<file path="src/rtl/pipe_ctrl.sv">
`default_nettype none
//==============================================================================
// Module      : pipe_ctrl
// Description : Pipeline hazard / exception controller.
//               - Resolves per-stage stall requests into a freeze vector for
//                 the pc, the ifu and every pipe register: a request from
//                 stage k freezes stage k and every stage upstream of it.
//               - Sequences exception entry: accept, drain outstanding stalls,
//                 flush the youngest pipe registers, then hand the handler PC
//                 to the ifu with a valid/ready redirect handshake.
//               - Counts cycles in which the ifu is frozen (perf counter) and
//                 trips a sticky watchdog when the pipe stays frozen too long.
// Ports       : clk, rst            clock, synchronous active-high reset
//               stallreq_i          per-stage stall requests
//               excp_req_i/pc_i     exception request (level) and handler PC
//               excp_ack_o          one-cycle acceptance pulse
//               stall_o, flush_o    per-stage freeze, per-pipe-reg clear
//               redirect_*          PC redirect handshake towards the ifu
//               busy_o              exception sequence in progress
//               wdog_limit_i/hang_o watchdog threshold (0 = off), sticky trip
//               stall_cnt_o         cycles with stall_o[1] set (wrapping)
// Revision    : 1.0 - initial release
//==============================================================================
module pipe_ctrl #(
    parameter int NSTAGE     = 6,
    parameter int PC_W       = 32,
    parameter int EXCP_FLUSH = 2,
    parameter int FLUSH_CYC  = 1,
    parameter int WDOG_W     = 16,
    parameter int CNT_W      = 32
) (
    input  logic              clk,
    input  logic              rst,
    input  logic [NSTAGE-1:0] stallreq_i,
    input  logic              excp_req_i,
    input  logic [PC_W-1:0]   excp_pc_i,
    output logic              excp_ack_o,
    output logic [NSTAGE-1:0] stall_o,
    output logic [NSTAGE-3:0] flush_o,
    output logic              redirect_valid_o,
    output logic [PC_W-1:0]   redirect_pc_o,
    input  logic              redirect_ready_i,
    output logic              busy_o,
    input  logic [WDOG_W-1:0] wdog_limit_i,
    output logic              hang_o,
    output logic [CNT_W-1:0]  stall_cnt_o
);

    // Exception sequencer states
    localparam logic [1:0] c_S_IDLE     = 2'd0;
    localparam logic [1:0] c_S_DRAIN    = 2'd1;
    localparam logic [1:0] c_S_FLUSH    = 2'd2;
    localparam logic [1:0] c_S_REDIRECT = 2'd3;

    // The flush down-counter only has to hold FLUSH_CYC-1
    localparam int c_FC_W = (FLUSH_CYC > 1) ? $clog2(FLUSH_CYC) : 1;
    localparam logic [c_FC_W-1:0] c_FC_LOAD = c_FC_W'(FLUSH_CYC - 1);
    localparam logic [c_FC_W-1:0] c_FC_ONE  = c_FC_W'(1);
    localparam logic [CNT_W-1:0]  c_CNT_ONE = CNT_W'(1);
    localparam logic [WDOG_W-1:0] c_WD_ONE  = WDOG_W'(1);

    logic [1:0]        r_state;
    logic [1:0]        w_state_next;
    logic [PC_W-1:0]   r_pc;
    logic [c_FC_W-1:0] r_flush_cnt;
    logic [CNT_W-1:0]  r_stall_cnt;
    logic [WDOG_W-1:0] r_wdog_run;
    logic [WDOG_W-1:0] w_wdog_run_next;
    logic              r_hang;

    logic              w_accept;
    logic              w_load_fcnt;
    logic              w_busy;
    logic              w_in_flush;
    logic [NSTAGE-1:0] w_stall_req;
    logic [NSTAGE-1:0] w_stall;

    //--------------------------------------------------------------------------
    // Stall resolution: stage k is frozen when any stage at or below it in
    // the pipe (index >= k) asks for a stall, i.e. a suffix-OR of requests.
    //--------------------------------------------------------------------------
    generate
        for (genvar gk = 0; gk < NSTAGE; gk++) begin : g_stall_res
            assign w_stall_req[gk] = |stallreq_i[NSTAGE-1:gk];
        end
    endgenerate

    // While an exception is being sequenced the pc must not advance
    assign w_stall = w_stall_req | {{(NSTAGE-1){1'b0}}, w_busy};

    //--------------------------------------------------------------------------
    // Exception FSM: next-state and decoded outputs
    //--------------------------------------------------------------------------
    always_comb begin
        w_state_next = r_state;
        w_accept     = 1'b0;
        w_load_fcnt  = 1'b0;
        case (r_state)
            c_S_IDLE: begin
                // Accepted even with stalls pending; DRAIN waits them out
                if (excp_req_i) begin
                    w_accept     = 1'b1;
                    w_state_next = c_S_DRAIN;
                end
            end
            c_S_DRAIN: begin
                if (stallreq_i == '0) begin
                    w_load_fcnt  = 1'b1;
                    w_state_next = c_S_FLUSH;
                end
            end
            c_S_FLUSH: begin
                // Fixed length: new stall requests do not extend the flush
                if (r_flush_cnt == '0) begin
                    w_state_next = c_S_REDIRECT;
                end
            end
            c_S_REDIRECT: begin
                if (redirect_ready_i) begin
                    w_state_next = c_S_IDLE;
                end
            end
            default: begin
                w_state_next = c_S_IDLE;
            end
        endcase
    end

    always_ff @(posedge clk) begin
        if (rst) begin
            r_state     <= c_S_IDLE;
            r_pc        <= '0;
            r_flush_cnt <= '0;
        end else begin
            r_state <= w_state_next;
            if (w_accept) begin
                r_pc <= excp_pc_i;
            end
            if (w_load_fcnt) begin
                r_flush_cnt <= c_FC_LOAD;
            end else if (w_in_flush && (r_flush_cnt != '0)) begin
                r_flush_cnt <= r_flush_cnt - c_FC_ONE;
            end
        end
    end

    assign w_busy     = (r_state != c_S_IDLE);
    assign w_in_flush = (r_state == c_S_FLUSH);

    // Flush only the youngest EXCP_FLUSH pipe registers; older ones retire
    generate
        for (genvar gi = 0; gi < NSTAGE - 2; gi++) begin : g_flush
            if (gi < EXCP_FLUSH) begin : g_flushed
                assign flush_o[gi] = w_in_flush;
            end else begin : g_kept
                assign flush_o[gi] = 1'b0;
            end
        end
    endgenerate

    // No acceptance while reset is applied: the PC would not be latched
    assign excp_ack_o       = w_accept & ~rst;
    assign stall_o          = w_stall;
    assign busy_o           = w_busy;
    assign redirect_valid_o = (r_state == c_S_REDIRECT);
    assign redirect_pc_o    = r_pc;

    //--------------------------------------------------------------------------
    // Perf counter and watchdog
    //--------------------------------------------------------------------------
    // Run length including the current cycle; the watchdog trips on the edge
    // that completes the limit-th consecutive stalled cycle.
    always_comb begin
        w_wdog_run_next = '0;
        if (w_stall != '0) begin
            if (r_wdog_run == '1) begin
                w_wdog_run_next = r_wdog_run;
            end else begin
                w_wdog_run_next = r_wdog_run + c_WD_ONE;
            end
        end
    end

    always_ff @(posedge clk) begin
        if (rst) begin
            r_stall_cnt <= '0;
            r_wdog_run  <= '0;
            r_hang      <= 1'b0;
        end else begin
            if (w_stall[1]) begin
                r_stall_cnt <= r_stall_cnt + c_CNT_ONE;
            end
            r_wdog_run <= w_wdog_run_next;
            if ((wdog_limit_i != '0) && (w_wdog_run_next == wdog_limit_i)) begin
                r_hang <= 1'b1;
            end
        end
    end

    assign hang_o      = r_hang;
    assign stall_cnt_o = r_stall_cnt;

endmodule
`default_nettype wire
</file>
<file path="config.mk">
export PLATFORM = sky130hd
export DESIGN_NAME = pipe_ctrl
export DESIGN_NICKNAME = d
export VERILOG_FILES = /design/src/rtl/pipe_ctrl.sv
export SDC_FILE = /design/constraint.sdc
export NUM_CORES = 1
export LEC_CHECK = 0
export CAP_MARGIN = 20
export CORE_MARGIN = 2
export CORE_UTILIZATION = 28
export DETAILED_ROUTE_END_ITERATION = 6
export HOLD_SLACK_MARGIN = 0.05
export SETUP_SLACK_MARGIN = 0.1
export SLEW_MARGIN = 20
export SYNTH_ARGS = -nofsm -noshare
export SYNTH_HDL_FRONTEND = slang
export SYNTH_SLANG_ARGS = --single-unit
</file>
<file path="constraint.sdc">
create_clock -name clk -period 3.8 [get_ports clk]
set_input_delay 1.14 -clock clk [delete_from_list [all_inputs] [get_ports clk]]
set_output_delay 1.14 -clock clk [all_outputs]
set_load 0.01 [all_outputs]
</file>
Word level (Yosys, flattened, before mapping) --
Index checks and enable logic that the tools add are counted.
Storage, ports and cells: register bits after elaboration 84, bits of input ports 58, output and inout port bits 78, logic and storage cells 46
Operators by class: add/subtract/negate cells 3, equal/unequal tests 9, muxes and demuxes 11, bitwise logic cells 3, reduce and logical (&&, ||, !) cells 14
Operators with widths (count):
- adder 32 x 1 -> 32 bit, second input constant | 1
- two-way mux 16 bit | 2
- adder 16 x 1 -> 16 bit, second input constant | 1
- == test 16 bit | 1
- == test 16 bit, second input constant | 1
- nonzero test 16 bit | 1
- two-way mux 2 bit | 4
- case mux 2 bit (4 select lines) | 1
- logical NOT 6 bit | 1
- inequality test 2 bit, second input constant | 3
- bitwise OR 6 x 1 -> 6 bit | 1
- nonzero test 6 bit | 1
- OR reduction 6 bit | 1
- OR reduction 5 bit | 1
- == test 2 bit, second input constant | 2
- two-way mux 1 bit | 4
- AND reduction 4 bit | 1
- OR reduction 2 bit | 2
- OR reduction 4 bit | 1
- OR reduction 3 bit | 1
- == test 2 x 1 -> 1 bit, second input constant | 1
- logical AND 1 bit | 2
- logical NOT 2 bit | 1
- inequality test 2 x 1 -> 1 bit, second input constant | 1
- other kinds (4) | 4

Longest topological paths before layout --
word-level depth 6, gate-level depth with buffers 12, mapped depth without buffers 10

Worst setup path after synthesis --
OpenSTA, ideal clock, no wires.
path kind input -> output, start point in stallreq_i[3], end point out stall_o[0], arrival 2.642 ns, required time 2.660 ns, path slack 0.018 ns, stages 7, buffers on the path 3, cell sequence or4_1 buf_2 or2_1 buf_6 nor3_4 inv_1 buf_2
On the way: longest elaborated chain between the ends 2
Ends and longest elaborated chain:
- from (decl) | line 34 | input logic [NSTAGE-1:0] stallreq_i,
- OR reduction 6 bit | line 84 | assign w_stall_req[gk] = |stallreq_i[NSTAGE-1:gk];
- bitwise OR 6 x 1 -> 6 bit | line 89 | assign w_stall = w_stall_req | {{(NSTAGE-1){1'b0}}, w_busy};
- to (decl) | line 38 | output logic [NSTAGE-1:0] stall_o,
No other way between the ends.

Worst setup path in the final report --
start point in stallreq_i[2], end point out stall_o[0]
The elaborated chain is that of the path after synthesis.

==> qor.yml <==
synthesis:
  ys_ff_latch: 84
  ys_top_cells_by_area: "dfxtp_1, nand2_1, xor2_1"
  synthArstFlopShare_pct: 0
  post_synth.cell_area_avg_sq_um: 8.25
  mappedNetlistArea_sq_um: 3940
  synth_edf_count: 0
  yosys_warnings: 0
  yosysUniqueCellTypes: 53
  synthFlopType: "dfxtp_1"
  synth_top_cell_by_area: "dfxtp_1"
  netlist.area_leader.share_pct: 42.7
  synth_cells: 477
  ys_seq_area_share_pct: 42.7
sta:
  slew_headroom_pct: 49.7
  fin_tns_setup_ns: 0
  rsz0062_at_grt: "no"
  whs_ns: 0.436
  final-max-slew-violation-count: 0
  hold_viol_final: 0
  min_period_over_period_pct: 95.1
  fin_crit_ns: 3.61
  tightest_slew_ns: 0.755
  max_freq_ghz: 0.277
  skew_ns: 0.00661
  finalSetupViolCount: 0
pwr:
  power_mw: 2.68
  swShare_pct: 27.8
  p_switching_mw: 0.747
  leakage_nw: 2.18
  p_seq_share_pct: 37.8
  p_int_mw: 1.94
  vdd_drop_max_v: 0.000204
  powerDensity_nw_per_um2: 463
  clkPwrFrac_pct: 38.1
  combPwrFrac_pct: 24.1
clock_tree:
  cts_root_buf: "clkbuf_16"
  cts.sinks: 84
  cts_setup_buffers: 0
  clkTransAtPathRegs_ns: 0.06
  clock_latency_ns: 0.34
  cts_tree: "yes"
  numCtsBuffers: 9
  postCtsHoldBufs: 0
  cts_max_level: 3
  cts.path.max_buffers: 2
critical_path:
  r2r_start: "r_wdog_run[0]"
  crit_path_cell_trace: "clkdlybuf4s15_1, or4_4, or2_4, nor3_4, inv_1, buf_2"
  cp_max_fo: 2
  cpPeakStageDelay_ns: 0.53
  cp_top_family: "simple AND/OR/NAND/NOR gates"
  critPathLaunchType: "input port"
  worstSetupStartpoint: "stallreq_i[2]"
  critical_path_required_ns: 2.66
  slowest_stage: "or4_4"
  path_class: "in -> out"
  end_kind: "primary output"
  cp.arrival_ns: 2.47
  crit_buf_inv: 3
placement:
  io_buffer_count: 133
  dp_cells: 778
  routabilityCongestion: 0.828
  dp_hpwl_um: 7950
detailed_routing:
  drc: 0
  avgViaCountPerCell: 4.76
  vias: 3782
  dr.pass1.iters: 4
  drt_iter0_drc: 139
  wl_per_cell_um: 13.8
  antenna_left: 0
  drt-total-wl_um: 11000
layout:
  nFillCells: 1372
  final_common_cell: "clkdlybuf4s50_1"
  drive_gt1_share_pct: 7.33
  final_cell_mix: "clkdlybuf4s50_1, nand2_1, dfxtp_1"
  antenna_cells: 0
  instances_no_fill: 794
  nNetsFinal: 674
  area_delta_synth_final_pct: 47.3
global_routing:
  grt_pass1_vias: 3693
  gr-max-usage-layer: "met2"
  grt.overflow.total: 0
  use_met3_pct: 5.07
  antenna_found_initial: 0
  grt_util_met1_pct: 16.8
  grt_use_met2_pct: 25.0
  grt_pass1_wl_um: 17400
  grtUsageTotal_pct: 14.8
  grt_max_degree: 70
worst_hold_path:
  min_path_type: "reg -> reg"
  hold_start: "r_flush_cnt"
die:
  initial_utilization_pct: 28.5
  die_width_um: 123
  fp.dieH_um: 123
  placementRows: 43
  ios: 136
  die_area_sq_um: 15000
  core_sq_um: 13800
status:
  status: "finished, final reports clean"
job:
  maxCapViolations: 0
-- kinds of logic (layout without fill, tap and decap cells) --
kind of cell,Yosys count,after routing,synth area share [%]
xor gates and xnor gates,47,47,10.7
other,1,2,0.0953
buffers and inverters,36,172,4.42
muxes,8,8,2.04
adders and majority gates,7,7,2.23
AOI/OAI and AO/OA,64,64,10.5
DFF,84,84,42.7
and+or+nand+nor,230,230,27.3
-- worst reg2reg max path: cells and delay by family (launching register included) --
kind                     cells  cell delay [ns]
XOR/XNOR                     2             0.45
flip-flops                   1             0.38
adder cells (fa/ha/maj)      1             0.36
AO/OA/AOI/OAI                2             0.50
AND/OR/NAND/NOR              4             1.11
-- synthesized netlist by cell type (4+ instances only) --
cell type	n
nand2_1	88
dfxtp_1	84
nor2_1	70
a21oi_1	37
xor2_1	33
nand3_1	16
clkbuf_1	15
nand4_1	13
xnor2_1	13
inv_1	10
mux2i_1	8
nor3_1	8
ha_1	7
and3_1	5
and4_1	5
buf_4	5
nor4_1	5
nor2b_1	4
o21ai_0	4
-- through the flow --
step	area (sq um)	worst slack (ns)	util, %
2_1_floorplan	3940	0.0177	-
3_3_place_gp	5450	-0.423	39.4
3_5_place_dp	5450	-0.424	39.4
4_1_cts	5800	0.131	42.0
5_1_grt	5800	0.109	41.9
6_report	5800	0.187	41.9
-- worst paths after layout --
check,endpoint,slack (ns),depth (start not counted)
max,stall_o[0],0.19,6
min,r_flush_cnt,0.44,2
max reg2reg,hang_o,0.90,9
min reg2reg,r_flush_cnt,0.44,2
-- per-layer routing --
layer  vias up  share of wire, %
met5         -                 0
met4         0               2.3
met3        20               6.1
met2       113                49
met1      1764                43
li1       1885                 -
-- state kept, by name, indices dropped and copies added, names as in the netlist --
signal,count
r_wdog_run,16
r_state,2
r_flush_cnt,1
hang_o,1
redirect_pc_o,32
stall_cnt_o,32
-- power by group through the flow --
stage | Sequential [mW] | Combinational [mW] | Clock [mW]
2_1_floorplan | 1.06 | 0.303 | 0
4_1_cts | 1.01 | 0.657 | 1.06
3_3_place_gp | 1.03 | 0.646 | 0
6_report | 1.01 | 0.647 | 1.02
5_1_grt | 1.02 | 0.713 | 1.10
3_5_place_dp | 1.03 | 0.659 | 0
-- layout make-up --
type	count	area, sq um	area share, %
multi-input combinational	358	2090	36.0
timing repair buffer	146	1410	24.4
sequential	84	1680	29.0
tap	180	225	3.89
inverter	10	37.5	0.648
clock inverter	6	111	1.92
clock buffer	10	239	4.12
-- timing repair --
action / in CTS / in global routing
resized for setup: 15 / 1
pin swaps: 3 / 1
setup endpoints to repair: 3 / 2
gates cloned: 0 / 0
Power figures use the tool's default switching activity.
